$ cat src/rtl/irrigation_countdown_timer_pkg.sv
// Shared types and constants for the irrigation countdown timer.
// Optional feature macro: TIMER_EXTEND_EN (one-minute extend).
package irrigation_timer_pkg;

    typedef enum logic [1:0] {
        IDLE  = 2'd0,
        RUN   = 2'd1,
        PAUSE = 2'd2,
        DONE  = 2'd3
    } state_t;

    // BCD MM:SS, packed in display order so 16'hMMSS maps directly.
    typedef struct packed {
        logic [3:0] min_d;
        logic [3:0] min_u;
        logic [3:0] sec_d;
        logic [3:0] sec_u;
    } bcd_time_t;

    localparam logic [15:0] SPRINKLER_PRESET = 16'h1500;
    localparam logic [15:0] DRIPPER_PRESET   = 16'h3000;
    localparam logic [15:0] MAX_TIME         = 16'h9959;

    function automatic logic is_zero(input bcd_time_t t);
        return t == '0;
    endfunction

endpackage

$ cat src/rtl/irrigation_countdown_timer_if.sv
// Controller-side bundle of the irrigation timer: control strobes in,
// display digits and status out. master = controller, slave = timer.
interface irrigation_countdown_timer_if #(
    parameter int MODE_W = 1
);
    logic              tick_1hz;
    logic              start;
    logic              abort;
    logic              hold;
    logic [MODE_W-1:0] mode;
    logic              extend;
    logic [3:0]        minutes_d;
    logic [3:0]        minutes_u;
    logic [3:0]        seconds_d;
    logic [3:0]        seconds_u;
    logic              valve_on;
    logic              done;

    modport master (
        output tick_1hz, start, abort, hold, mode, extend,
        input  minutes_d, minutes_u, seconds_d, seconds_u, valve_on, done
    );

    modport slave (
        input  tick_1hz, start, abort, hold, mode, extend,
        output minutes_d, minutes_u, seconds_d, seconds_u, valve_on, done
    );
endinterface

$ cat src/rtl/irrigation_countdown_timer_bcd_time_step.sv
// Combinational BCD time step: optional +1 minute (saturating at 99:59)
// followed by an optional one-second decrement. Extend logic only exists
// when TIMER_EXTEND_EN is defined.
module bcd_time_step
    import irrigation_timer_pkg::*;
(
    input  bcd_time_t t_in,
    input  logic      inc,
    input  logic      dec,
    output bcd_time_t t_out
);

    // One-second decrement with BCD borrow; caller never passes 00:00.
    function automatic bcd_time_t dec_time(input bcd_time_t t);
        bcd_time_t r;
        r = t;
        if (r.sec_u != 4'd0) begin
            r.sec_u = r.sec_u - 4'd1;
        end else begin
            r.sec_u = 4'd9;
            if (r.sec_d != 4'd0) begin
                r.sec_d = r.sec_d - 4'd1;
            end else begin
                r.sec_d = 4'd5;
                if (r.min_u != 4'd0) begin
                    r.min_u = r.min_u - 4'd1;
                end else begin
                    r.min_u = 4'd9;
                    r.min_d = r.min_d - 4'd1;
                end
            end
        end
        return r;
    endfunction

    bcd_time_t grown;

`ifdef TIMER_EXTEND_EN
    // Add one minute; 99:xx clamps to the display maximum.
    function automatic bcd_time_t inc_time(input bcd_time_t t);
        bcd_time_t r;
        r = t;
        if (t.min_d == 4'd9 && t.min_u == 4'd9) begin
            r = bcd_time_t'(MAX_TIME);
        end else if (t.min_u == 4'd9) begin
            r.min_u = 4'd0;
            r.min_d = t.min_d + 4'd1;
        end else begin
            r.min_u = t.min_u + 4'd1;
        end
        return r;
    endfunction

    assign grown = inc ? inc_time(t_in) : t_in;
`else
    logic unused_inc;
    assign unused_inc = inc;
    assign grown      = t_in;
`endif

    assign t_out = dec ? dec_time(grown) : grown;

endmodule

$ cat src/rtl/irrigation_countdown_timer.sv
// Irrigation countdown timer: loads a BCD MM:SS preset per mode on start,
// counts down on the 1 Hz tick, drives valve and display digits.
// Optional feature macro: TIMER_EXTEND_EN (extend adds one minute).
module irrigation_countdown_timer
    import irrigation_timer_pkg::*;
#(
    parameter int                    NUM_MODES = 2,
    parameter int                    MODE_W    = 1,
    parameter logic [NUM_MODES*16-1:0] PRESETS = {DRIPPER_PRESET, SPRINKLER_PRESET}
) (
    input  logic                        clk,
    input  logic                        reset,
    irrigation_countdown_timer_if.slave bus
);

    state_t            state_q, state_d;
    bcd_time_t         time_q, time_d;
    bcd_time_t         preset_sel;
    bcd_time_t         stepped;
    logic              valve_q, valve_d;
    logic              done_q, done_d;
    logic [MODE_W-1:0] mode_sel;
    logic              mode_ok;
    logic              do_dec;
    logic              do_inc;

    assign mode_sel = bus.mode;
    assign mode_ok  = ({{(32-MODE_W){1'b0}}, mode_sel} < 32'(NUM_MODES));

    // Preset lookup for the requested mode; out-of-range modes never load.
    always_comb begin
        preset_sel = '0;
        for (int i = 0; i < NUM_MODES; i++) begin
            if (mode_sel == MODE_W'(i)) preset_sel = bcd_time_t'(PRESETS[i*16 +: 16]);
        end
    end

    // Ticks only count while actually running; hold drops them.
    assign do_dec = (state_q == RUN) && !bus.hold && bus.tick_1hz;
    assign do_inc = bus.extend;

    bcd_time_step u_step (
        .t_in  (time_q),
        .inc   (do_inc),
        .dec   (do_dec),
        .t_out (stepped)
    );

    // Next state and time: abort > start > extend > tick.
    always_comb begin
        state_d = state_q;
        time_d  = time_q;
        if (bus.abort) begin
            state_d = IDLE;
            time_d  = '0;
        end else if (bus.start && mode_ok) begin
            state_d = RUN;
            time_d  = preset_sel;
        end else if (state_q == RUN || state_q == PAUSE) begin
            if (is_zero(time_q)) begin
                // A 00:00 preset finishes on the cycle after loading.
                state_d = DONE;
            end else begin
                time_d = stepped;
                if (is_zero(stepped)) state_d = DONE;
                else                  state_d = bus.hold ? PAUSE : RUN;
            end
        end
        valve_d = (state_d == RUN) || (state_d == PAUSE);
        done_d  = (state_d == DONE);
    end

    // State, time and status flags, all registered.
    always_ff @(posedge clk or posedge reset) begin
        if (reset) begin
            state_q <= IDLE;
            time_q  <= '0;
            valve_q <= 1'b0;
            done_q  <= 1'b0;
        end else begin
            state_q <= state_d;
            time_q  <= time_d;
            valve_q <= valve_d;
            done_q  <= done_d;
        end
    end

    assign bus.minutes_d = time_q.min_d;
    assign bus.minutes_u = time_q.min_u;
    assign bus.seconds_d = time_q.sec_d;
    assign bus.seconds_u = time_q.sec_u;
    assign bus.valve_on  = valve_q;
    assign bus.done      = done_q;

endmodule

$ cat src/flat_wrapper.sv
// flat-port wrapper written by rule: the top's interface ports become plain ports
module irrigation_countdown_timer_flat import irrigation_timer_pkg::*;
#(
    parameter int                    NUM_MODES = 2,
    parameter int                    MODE_W    = 1,
    parameter logic [NUM_MODES*16-1:0] PRESETS = {DRIPPER_PRESET, SPRINKLER_PRESET}
)
  (clk, reset, bus_tick_1hz, bus_start, bus_abort, bus_hold, bus_mode, bus_extend, bus_minutes_d, bus_minutes_u, bus_seconds_d, bus_seconds_u, bus_valve_on, bus_done);
  irrigation_countdown_timer_if #(.MODE_W(MODE_W)) bus_i ();
  input  logic clk;
  input  logic reset;
  input wire logic [$bits(bus_i.tick_1hz)-1:0] bus_tick_1hz;
  input wire logic [$bits(bus_i.start)-1:0] bus_start;
  input wire logic [$bits(bus_i.abort)-1:0] bus_abort;
  input wire logic [$bits(bus_i.hold)-1:0] bus_hold;
  input wire logic [$bits(bus_i.mode)-1:0] bus_mode;
  input wire logic [$bits(bus_i.extend)-1:0] bus_extend;
  output wire logic [$bits(bus_i.minutes_d)-1:0] bus_minutes_d;
  output wire logic [$bits(bus_i.minutes_u)-1:0] bus_minutes_u;
  output wire logic [$bits(bus_i.seconds_d)-1:0] bus_seconds_d;
  output wire logic [$bits(bus_i.seconds_u)-1:0] bus_seconds_u;
  output wire logic [$bits(bus_i.valve_on)-1:0] bus_valve_on;
  output wire logic [$bits(bus_i.done)-1:0] bus_done;
  assign bus_i.tick_1hz = bus_tick_1hz;
  assign bus_i.start = bus_start;
  assign bus_i.abort = bus_abort;
  assign bus_i.hold = bus_hold;
  assign bus_i.mode = bus_mode;
  assign bus_i.extend = bus_extend;
  assign bus_minutes_d = bus_i.minutes_d;
  assign bus_minutes_u = bus_i.minutes_u;
  assign bus_seconds_d = bus_i.seconds_d;
  assign bus_seconds_u = bus_i.seconds_u;
  assign bus_valve_on = bus_i.valve_on;
  assign bus_done = bus_i.done;
  irrigation_countdown_timer #(.NUM_MODES(NUM_MODES), .MODE_W(MODE_W), .PRESETS(PRESETS)) u_core (.clk(clk), .reset(reset), .bus(bus_i));
endmodule
$ cat config.mk
export PLATFORM = sky130hd
export DESIGN_NAME = irrigation_countdown_timer_flat
export DESIGN_NICKNAME = d
export VERILOG_FILES = /design/src/rtl/irrigation_countdown_timer_pkg.sv /design/src/rtl/irrigation_countdown_timer_if.sv /design/src/rtl/irrigation_countdown_timer_bcd_time_step.sv /design/src/rtl/irrigation_countdown_timer.sv /design/src/flat_wrapper.sv
export SDC_FILE = /design/constraint.sdc
export NUM_CORES = 1
export LEC_CHECK = 0
export BUFFER_PORTS_ARGS = -buffer_cell sky130_fd_sc_hd__buf_2
export CAP_MARGIN = 20
export CORE_UTILIZATION = 24
export DETAILED_ROUTE_END_ITERATION = 8
export PLACE_DENSITY_LB_ADDON = 0.25
export SLEW_MARGIN = 5
export SYNTH_ARGS = -nofsm -noshare
export SYNTH_HDL_FRONTEND = slang
export SYNTH_SLANG_ARGS = --single-unit
$ cat constraint.sdc
create_clock -name clk -period 4.5 [get_ports clk]
set_input_delay 0.675 -clock clk [delete_from_list [all_inputs] [get_ports clk]]
set_output_delay 0.675 -clock clk [all_outputs]
set_load 0.01 [all_outputs]
# After elaboration in Yosys (flattened, before gate mapping)
# Index checks and enable logic that the tools add are counted.
# classes
reduce_logical	12
mux	18
add_sub_neg	4
n_eq_ne	6
# op_table
op	n
$mux 16	5
$logic_not 16->1	2
$mux 4	4
$sub 4x1->4 const B	4
$mux 14	1
$mux 12	1
$mux 2	6
$reduce_bool 4->1	3
$mux 8	1
$eq 2x2->1 const B	3
$eq 2x1->1 const B	2
$ne 3x3->1 const B	1
$reduce_bool 3->1	1
$logic_and 1x1->1	2
$logic_or 1x1->1	2
$reduce_and 2->1	1
$logic_not 1->1	1
# totals
register_bits	20
out_inout_bits	18
inputBits	8
elab_cells	47

# Depth between registers and ports, before layout
# Gate-level depths: netlist (run 1).
# depth
ltp_word	13
depth_mapped	8
ltp_nobuf	8

# Hierarchy
# Synthesis (run 1) repeated with hierarchy kept, for this count alone.
# hier_totals
cells_unflattened	132
hier_area_um2	1248.7
# by_module_without_submodules
module	instances	area_per_inst_um2	cells_per_inst
irrigation_countdown_timer	1	943.4	87
bcd_time_step	1	305.3	45

# Least setup slack after synthesis (run 1)
# OpenSTA, ideal clock, no wires.
# synth_path
path_kind	input to register
startpoint	in bus_hold
endpoint	reg u_core.valve_q (netlist: u_core.bus.valve_on)
path_slack_ns	2.377
t_arrival_ns	1.997
setup_ns	0.126
cell_stages	6
path_buffers	0
path_cell_list	and4bb_2 > nand4_1 > mux2i_1 > nand3_1 > a221oi_1 > ha_1
# synth_via
elab_chain_len	12
elab_cells_between_ends	14
classes_between	eq/ne (2); mux (7); reduce/logical (5)
# synth_lines
item	line	source
from (decl)	flat_wrapper.sv:15	input wire logic [$bits(bus_i.hold)-1:0] bus_hold;
$logic_not 1->1	irrigation_countdown_timer.sv:39	assign do_dec = (state_q == RUN) && !bus.hold && bus.tick_1hz;
$logic_and 1x1->1 (2 in a row)	irrigation_countdown_timer.sv:39	
$mux 16	irrigation_countdown_timer_bcd_time_step.sv:61	assign t_out = dec ? dec_time(grown) : grown;
$logic_not 16->1	irrigation_countdown_timer_pkg.sv:25	return t == '0;
$mux 2 (*)	irrigation_countdown_timer.sv:65	if (is_zero(stepped)) state_d = DONE;
$mux 2 (*)	irrigation_countdown_timer.sv:60	if (is_zero(time_q)) begin
$mux 2 (*)	irrigation_countdown_timer.sv:59	end else if (state_q == RUN || state_q == PAUSE) begin
$mux 2 (*)	irrigation_countdown_timer.sv:56	end else if (bus.start && mode_ok) begin
$mux 2 (*)	irrigation_countdown_timer.sv:53	if (bus.abort) begin
named net u_core.state_d[1]	irrigation_countdown_timer.sv:16	state_t state_q, state_d;
$eq 2x1->1 / $eq 2x2->1 (equally long branches)	irrigation_countdown_timer.sv:69	valve_d = (state_d == RUN) || (state_d == PAUSE);
$logic_or 1x1->1 (*)	irrigation_countdown_timer.sv:69	
named net u_core.valve_d	irrigation_countdown_timer.sv:20	logic valve_q, valve_d;
to (signal assigned)	irrigation_countdown_timer.sv:83	valve_q <= valve_d;
to (decl)	irrigation_countdown_timer.sv:20	
# The timed path passes the listed nets; every way through them passes the cells marked *.
# A chain may end at the register's enable or synchronous reset.

# Worst setup path in the final report (run 1)
# layout_path
startpoint	reg u_core.time_q, in the netlist u_core.bus.minutes_d[0]
endpoint	reg u_core.valve_q (netlist: u_core.bus.valve_on)
# layout_via
elab_chain_len	13
elab_cells_between_ends	15
classes_between	add/sub (1); eq/ne (2); mux (9); reduce/logical (3)
# layout_lines
item	line	source
from (decl)	irrigation_countdown_timer.sv:17	bcd_time_t time_q, time_d;
from (signal assigned)	irrigation_countdown_timer.sv:82	time_q <= time_d;
$sub 4x1->4	irrigation_countdown_timer_bcd_time_step.sv:29	r.min_d = r.min_d - 4'd1;
$mux 4	irrigation_countdown_timer_bcd_time_step.sv:25	if (r.min_u != 4'd0) begin
$mux 8	irrigation_countdown_timer_bcd_time_step.sv:21	if (r.sec_d != 4'd0) begin
$mux 12	irrigation_countdown_timer_bcd_time_step.sv:17	if (r.sec_u != 4'd0) begin
$mux 16	irrigation_countdown_timer_bcd_time_step.sv:61	
$logic_not 16->1	irrigation_countdown_timer_pkg.sv:25	
$mux 2	irrigation_countdown_timer.sv:65	
$mux 2 (*)	irrigation_countdown_timer.sv:60	
$mux 2 (*)	irrigation_countdown_timer.sv:59	
$mux 2 (*)	irrigation_countdown_timer.sv:56	
$mux 2 (*)	irrigation_countdown_timer.sv:53	
named net u_core.state_d[1]	irrigation_countdown_timer.sv:16	
$eq 2x1->1 / $eq 2x2->1 (equally long branches)	irrigation_countdown_timer.sv:69	
$logic_or 1x1->1 (*)	irrigation_countdown_timer.sv:69	
named net u_core.valve_d	irrigation_countdown_timer.sv:20	
# Marks and branches as above.

==> summary.md, run 1 <==
| Metric | Value |
|---|---|
| GRT Resource Usage Total | 0.1179 |
| Flops & latches, synth | 20 |
| Root Buffer | clkbuf_8 |
| Critical Setup Path Class | flip-flop to flip-flop |
| Final wirelength | 2739 um |
| Slew HR | 0.4764 |
| Clock skew | 5.482 ps |
| DR vias | 967 |
| Placed Area | 1333 um^2 |
| Worst reg2reg path depth | 7 |
| Failing checks | DRC |
| Final Hold Fails | 0 |
| Min Tclk post-route | 2281 ps |
| Measured slew at the worst slew-check pin | 784.6 ps |
| Die width | 71.41 um |
| Worst skew pair latency | 260 ps |
| H-tree depth reported by CTS | 1 |
| CTS tree | built |
| Post-route cell area | 1374 um^2 |
| Gp weighted congestion | 0.7982 |
| Lkg Pwr | 0.6261 nW |
| Post-synth ARST share | 1.000 |
| Reg clk slew, reported paths | 70 ps |
| First-pass GRT wire length | 4650 um |
| Sequential area share after synthesis | 0.4329 |
| DRT iter0 DRCs | 30 |
| Site Rows | 24 |
| Synth Cell Area | 1156 um^2 |
| CP Max Fanout | 6 |
| Max cap viols | 0 |
| Vias in the first global route | 988 |
| Die H | 71.41 um |
| Area of the die | 5099 um^2 |
| Critical path's most frequent cell | ha_1 |
| Final Cycle Share | 0.5070 |
| Per-cell routed wire length | 14.42 um |
| Critical-path cell list | inv_1 > ha_1 > nor3b_1 > a41o_2 > nor2_1 > a221oi_1 > ha_1 |
| Avg Inst Size Synth | 10.32 um^2 |
| Post-layout net count | 152 |
| Vias per cell | 5.089 |
| Max IR drop VDD | 0.1237 mV |
| Power Dens Cells | 276.7 nW/um^2 |
| Mapped Cells | 112 |
| Fill cells | 465 |
| Initial antenna violation count | 0 |
| Post-synth net total | 124 |
| Setup Buffers After CTS | 0 |
| CP max stage delay | 440 ps |
| DP HPWL | 2128 um |
| Area leader, netlist | dfrtp_1 |
| Setup violations, final | 0 |
| Worst path arrival time | 2420 ps |
| Critical R2R Capture | u_core.bus.valve_on |
| Final ANT Viol Nets | 0 |
| Worst path slowest cell | nor3b_1 |
| Synth cell count leaders | 20 x dfrtp_1, 9 x nor2_1, 8 x inv_1, 8 x nand2_1, 6 x a21oi_1 |
| Post-CTS Resized | 0 |
| Most frequent cell after synthesis | dfrtp_1 |
| Largest net degree at the start of global routing | 21 |
| Status | finished, violations left |
| Synth-to-layout area growth | 18.83% |
| Required time worst endpoint | 4640 ps |
| Top-level I/O count | 26 |
| TNS Setup | 0 ps |
| Fmax | 0.4383 GHz |
| Worst Setup Slack, final | 2219 ps |
| Register-to-register path setup slack | 2220 ps |
| Hold crit path type | primary input to asynchronous set/reset pin |
| Critical path launch point type | flip-flop |
| Port Buf Inserts | 24 |
| Core area | 4504 um^2 |
| Crit end category | flip-flop |
| Top_reg_cell synth | dfrtp_1 |
| Yosys warnings | 0 |
| Detailed Routing Iterations Pass 1 | 6 |
| Post-Place Worst Slack | 1948 ps |
| Post-route DRC | 3 |
| Leading post-synthesis cells by cell area | dfrtp_1 43%, ha_1 4.3%, nor4_4 3.7% |
| Layout cells sized above 1 | 0.3116 |
| Post-synth EDFFs | 0 |
| Antenna Diode Count | 0 |
| Synth cell types | 43 |
| Final core occ | 0.3050 |
| Fin Hold WS | 554.8 ps |
| Global route overflow | 0 |
| CTS Buf Count | 3 |
| Max Slew Vio Count | 0 |
| Synth top area share | 0.4329 |
| Starting density of the core | 0.2567 |
| CTS max path bufs | 2 |
| Clk sinks | 20 |
| Hold buffer count at cts | 0 |
| RSZ-0062 raised after global routing | no |
| Worst flop-to-flop path startpoint | u_core.bus.minutes_d[0] |
[per-stage QoR]
stage,power (W),instances
final,0.0003802,190
after global placement,0.0002697,187
after detailed placement,0.0002708,187
after floorplan,0.0002477,112
after CTS,0.0003902,190
after global routing,0.0004058,190
[registers in the layout, indices dropped and copies added (netlist names)]
| register | flops |
|---|---|
| u_core.bus.seconds_d | 4 |
| u_core.bus.seconds_u | 4 |
| u_core.bus.done | 1 |
| u_core.state_q | 2 |
| u_core.bus.minutes_u | 4 |
| u_core.bus.valve_on | 1 |
| u_core.bus.minutes_d | 4 |
[metal layers]
metal  vias to the layer above  GRT usage  wire (um)
li1                        471          -          -
met1                       473     0.1606       1331
met2                        19     0.1862       1260
met3                         4    0.03797        124
met4                         0    0.02000         23
met5                         -          0          0
[report_power, final]
part / internal [W] / leakage, nW / switching [W]
registers: 0.000187 / 0.271 / 0.00000713
clock network: 0.0000596 / 0.0216 / 0.0000543
logic: 0.0000285 / 0.333 / 0.0000436
[final cells by class]
type,instances,area [um^2],area share
sequential,20,500.5,0.3643
clock buffer,3,41.29,0.03005
multi-input combinational,83,616.8,0.4490
inverter,8,30.03,0.02186
tap,52,65.06,0.04736
timing repair buffer,24,120.1,0.08743
[logic make-up after synthesis]
kind of cell               share of synthesized area
DFF                                           0.4329
adders and majority gates                    0.04329
xor gates and xnor gates                     0.03789
AOI/OAI and AO/OA                             0.1775
and+or+nand+nor                               0.2576
buffers and inverters                        0.03355
muxes                                        0.01732
[worst max-delay path: cells and delay by family, from the launching register on]
kind	cells	cell delay, ps
adders and majority gates	2	460
AOI/OAI and AO/OA	2	680
DFF	1	400
buffers and inverters	1	120
and+or+nand+nor	2	500
[how the worst max path moves through the flow]
| stage | start | slack, ps | depth (start not counted) | to |
|---|---|---|---|---|
| after global routing | u_core.bus.seconds_d[0] | 1990 | 6 | u_core.bus.valve_on |
| after global placement | bus_hold | 2050 | 7 | u_core.bus.valve_on |
| after detailed placement | bus_hold | 1950 | 7 | u_core.bus.valve_on |
| after CTS | u_core.bus.seconds_d[0] | 2150 | 6 | u_core.bus.valve_on |
| final | u_core.bus.minutes_d[0] | 2220 | 7 | u_core.bus.valve_on |
| after floorplan | bus_hold | 2380 | 6 | u_core.bus.valve_on |
[layout by cell type (no fill, tap or decap), types with 2 or more instances in the layout]
cell type | Yosys | layout
clkbuf_8 | 0 | 3
o41ai_1 | 3 | 3
nor4_4 | 2 | 2
dfrtp_1 | 20 | 20
a21oi_1 | 6 | 6
mux2i_1 | 2 | 2
ha_1 | 4 | 4
nand4_1 | 2 | 2
nand3_1 | 4 | 4
buf_2 | 0 | 24
xnor2_1 | 3 | 3
nand2_1 | 8 | 8
nand2_2 | 2 | 2
inv_1 | 8 | 8
a211oi_2 | 2 | 2
o21ai_0 | 3 | 3
nor2_1 | 9 | 9
nor3_1 | 4 | 4
or3_1 | 2 | 2
xor2_1 | 2 | 2
o31ai_1 | 2 | 2
Power figures use the tool's default switching activity.
==> inputs of run 2 (changes only) <==
--- a/config.mk
+++ b/config.mk
@@ -5,6 +5,7 @@
 export SDC_FILE = /design/constraint.sdc
 export NUM_CORES = 1
 export LEC_CHECK = 0
+export ABC_AREA = 1
 export BUFFER_PORTS_ARGS = -buffer_cell sky130_fd_sc_hd__buf_2
 export CAP_MARGIN = 20
 export CORE_UTILIZATION = 24
==> constraint.sdc (replaced) <==
create_clock -name clk -period 2 [get_ports clk]
set_input_delay 0.3 -clock clk [delete_from_list [all_inputs] [get_ports clk]]
set_output_delay 0.3 -clock clk [all_outputs]
set_load 0.01 [all_outputs]
==> summary.md, run 2 <==
| Metric | Value |
|---|---|
| Status | finished, violations left |
| Failing checks | setup timing |
| Sequential area share after synthesis | 0.3700 |
| Sw Pwr | 0.0003718 W |
| Top_reg_cell synth | dfrtp_1 |
| Lkg Pwr | 1.084 nW |
| Flops & latches, synth | 20 |
| Antenna Diode Count | 0 |
| Leading post-synthesis cells by cell area | dfrtp_1 37%, nand2_1 12%, inv_1 6.9% |
| Critical path launch point type | flip-flop |
| Post-layout net count | 274 |
| Global route overflow | 0 |
| Post-synth net total | 200 |
| DP HPWL | 2905 um |
| First-pass GRT wire length | 6603 um |
| Slew HR | 0.7460 |
| Per-cell routed wire length | 11.75 um |
| Area leader, netlist | dfrtp_1 |
| Detailed Routing Iterations Pass 1 | 4 |
| Most frequent cell after synthesis | nand2_1 |
| Reg clk slew, reported paths | 80 ps |
| H-tree depth reported by CTS | 1 |
| Gp weighted congestion | 0.8417 |
| Max cap viols | 0 |
| Site Rows | 26 |
| Post-synth EDFFs | 0 |
| Synth cell count leaders | 44 x nand2_1, 25 x inv_1, 22 x nor2_1, 20 x dfrtp_1, 18 x nand3_1 |
| Vias per cell | 4.311 |
| Measured slew at the worst slew-check pin | 379.6 ps |
| Clock network power share | 0.286 |
| Post-route DRC | 0 |
| Hold crit path type | primary input to asynchronous set/reset pin |
| Final Cycle Share | 1.087 |
| Max Slew Vio Count | 0 |
| Setup violations, final | 3 |
| RSZ-0062 raised after global routing | yes |
| Most frequent cells in the layout | 46 x buf_4, 44 x nand2_1, 24 x inv_1, 24 x buf_2 |
| TNS Setup | -320.8 ps |
| Fmax | 0.4599 GHz |
| Cell Count, Final, Fillers Out | 331 |
| DP Cell Count | 320 |
| Critical-path cell list | inv_2 > ha_4 > nand3_4 > buf_6 > nor2_1 > o21ai_0 > nor2_2 > nand2_1 > nor2_2 > nand3_2 > nand2_1 > nand2_1 > a21oi_2 > ha_1 |
| Final Hold Fails | 0 |
| Max IR drop VDD | 0.4322 mV |
| Leading cell type in the layout, fill and taps excluded | buf_4 |
| Layout cells sized above 1 | 0.3908 |
| Seq pwr share | 0.384 |
| Critical Setup Path Class | flip-flop to flip-flop |
| Worst Setup Slack, final | -174.6 ps |
| Flip-flop and latch area | 500.5 um^2 |
| Mapped Cells | 188 |
| Post-synth ARST share | 1.000 |
| Port Buf Inserts | 24 |
| Synth cell types | 27 |
| Avg Inst Size Synth | 7.194 um^2 |
| Final core occ | 0.3765 |
| DRT iter0 DRCs | 84 |
| Logic pwr share | 0.330 |
| Vias in the first global route | 1384 |
| Crit end category | flip-flop |
| Die H | 77.07 um |
| Worst path slowest cell | dfrtp_1 |
| Power Dens Cells | 570.8 nW/um^2 |
| Final ANT Viol Nets | 0 |
| Critical path's most frequent cell | nand2_1 |
| DR vias | 1427 |
| CTS tree | built |
| P_int | 0.0007609 W |
| Worst skew pair latency | 270 ps |
| Core area | 5270 um^2 |
| CTS max path bufs | 2 |
| Fin Hold WS | 49.71 ps |
| Clk sinks | 20 |
| Min Tclk post-route | 2175 ps |
| Synth Cell Area | 1353 um^2 |
| Top-level I/O count | 26 |
| CP bufs+invs | 2 |
| Synth top area share | 0.3700 |
| GRT Resource Usage Total | 0.1429 |
| Die width | 77.07 um |
| Starting density of the core | 0.2566 |
| Area of the die | 5940 um^2 |
| Synth-to-layout area growth | 46.72% |
| Sw Share | 0.3282 |
| Root Buffer | clkbuf_8 |
| CP max stage delay | 390 ps |
| Area of the multi-input gates | 759.5 um^2 |
| Largest net degree at the start of global routing | 21 |
| CP delay by family, top | simple AND/OR/NAND/NOR gates |
| CTS Buf Count | 3 |
| Yosys warnings | 0 |
| Required time worst endpoint | 2150 ps |
| Worst path arrival time | 2330 ps |
| CP Max Fanout | 6 |
| Clock skew | 5.074 ps |
| Final wirelength | 3889 um |
| Fill cells | 590 |
| Initial antenna violation count | 0 |
## run 2: cell types whose count changed after synthesis, sizes merged, moves of 3 or more
cell   previous run  this run
nor2              9        32
nand2            10        49
xnor2             3         0
nor4              3         0
nor3              5         0
nand3             4        19
inv               8        28
o41ai             3         0
o21ai             3        17
a21oi             7         4
## run 2: repair_timing
| action | in CTS | in global routing |
|---|---|---|
| pin swaps | 6 | 3 |
| buffers inserted | 6 | 0 |
| setup endpoints to repair | 4 | 5 |
| hold buffers | 0 | 0 |
| cloned | 1 | 0 |
| resized for setup | 6 | 4 |
## run 2: tightest hold or removal path, cell delays in order
cell   delay, ps
buf_2         90
inv_1         40
buf_4        280
## run 2: metrics by stage
stage	instance area [um^2]	setup slack, ps	power, W
6_report	1984	-174.6	0.001133
5_1_grt	1984	-303.7	0.001208
4_1_cts	1972	-213.4	0.001150
3_5_place_dp	1842	-283.8	0.0007897
3_3_place_gp	1842	-256.4	0.0007906
2_1_floorplan	1353	4.384	0.0006406
## run 2: power groups by stage
stage	Combinational, W	Sequential, W	Clock [W]
after detailed placement	0.000349	0.000441	0
after floorplan	0.000188	0.000452	0
after global routing	0.000416	0.000438	0.000355
after CTS	0.000373	0.000435	0.000341
after global placement	0.000349	0.000441	0
final	0.000374	0.000435	0.000324
## run 2: layer usage
| metal | GRT usage | vias to the layer above | part of all wire |
|---|---|---|---|
| li1 | - | 748 | - |
| met1 | 0.1935 | 648 | 0.50 |
| met2 | 0.2321 | 27 | 0.46 |
| met3 | 0.02976 | 4 | 0.031 |
| met4 | 0.03208 | 0 | 0.0075 |
| met5 | 0 | - | 0 |
## run 2: path summary, 6_finish.rpt
| kind | start | slack, ps | endpoint | cells after the start |
|---|---|---|---|---|
| worst max-delay path | u_core.state_q[1] | -170 | u_core.bus.valve_on | 14 |
| worst min-delay path | reset | 50 | u_core.bus.minutes_u[1] | 3 |
| worst max register to register | u_core.state_q[1] | -170 | u_core.bus.valve_on | 14 |
| worst min register to register | u_core.bus.minutes_d[3] | 590 | u_core.bus.minutes_d[3] | 2 |
| max in group asynchronous | reset | 1730 | u_core.bus.minutes_d[3] | 3 |
| min in group clk | bus_abort | 220 | u_core.state_q[0] | 2 |
## run 2: kinds of logic after synthesis
logic type,count (synthesis),synth area share
buffers and inverters,31,0.09713
AO/OA/AOI/OAI,26,0.1073
AND/OR/NAND/NOR,106,0.3821
XOR/XNOR,1,0.006477
flip-flops,20,0.3700
adder cells (fa/ha/maj),4,0.03700
## run 2: final cells by class
type                            instances  area share
Timing Repair Buffer                   71      0.2402
Inverter                               28     0.05296
Sequential cell                        20      0.2522
Multi-Input combinational cell        138      0.3827
Tap cell                               70     0.04414
Clock buffer                            4     0.02774
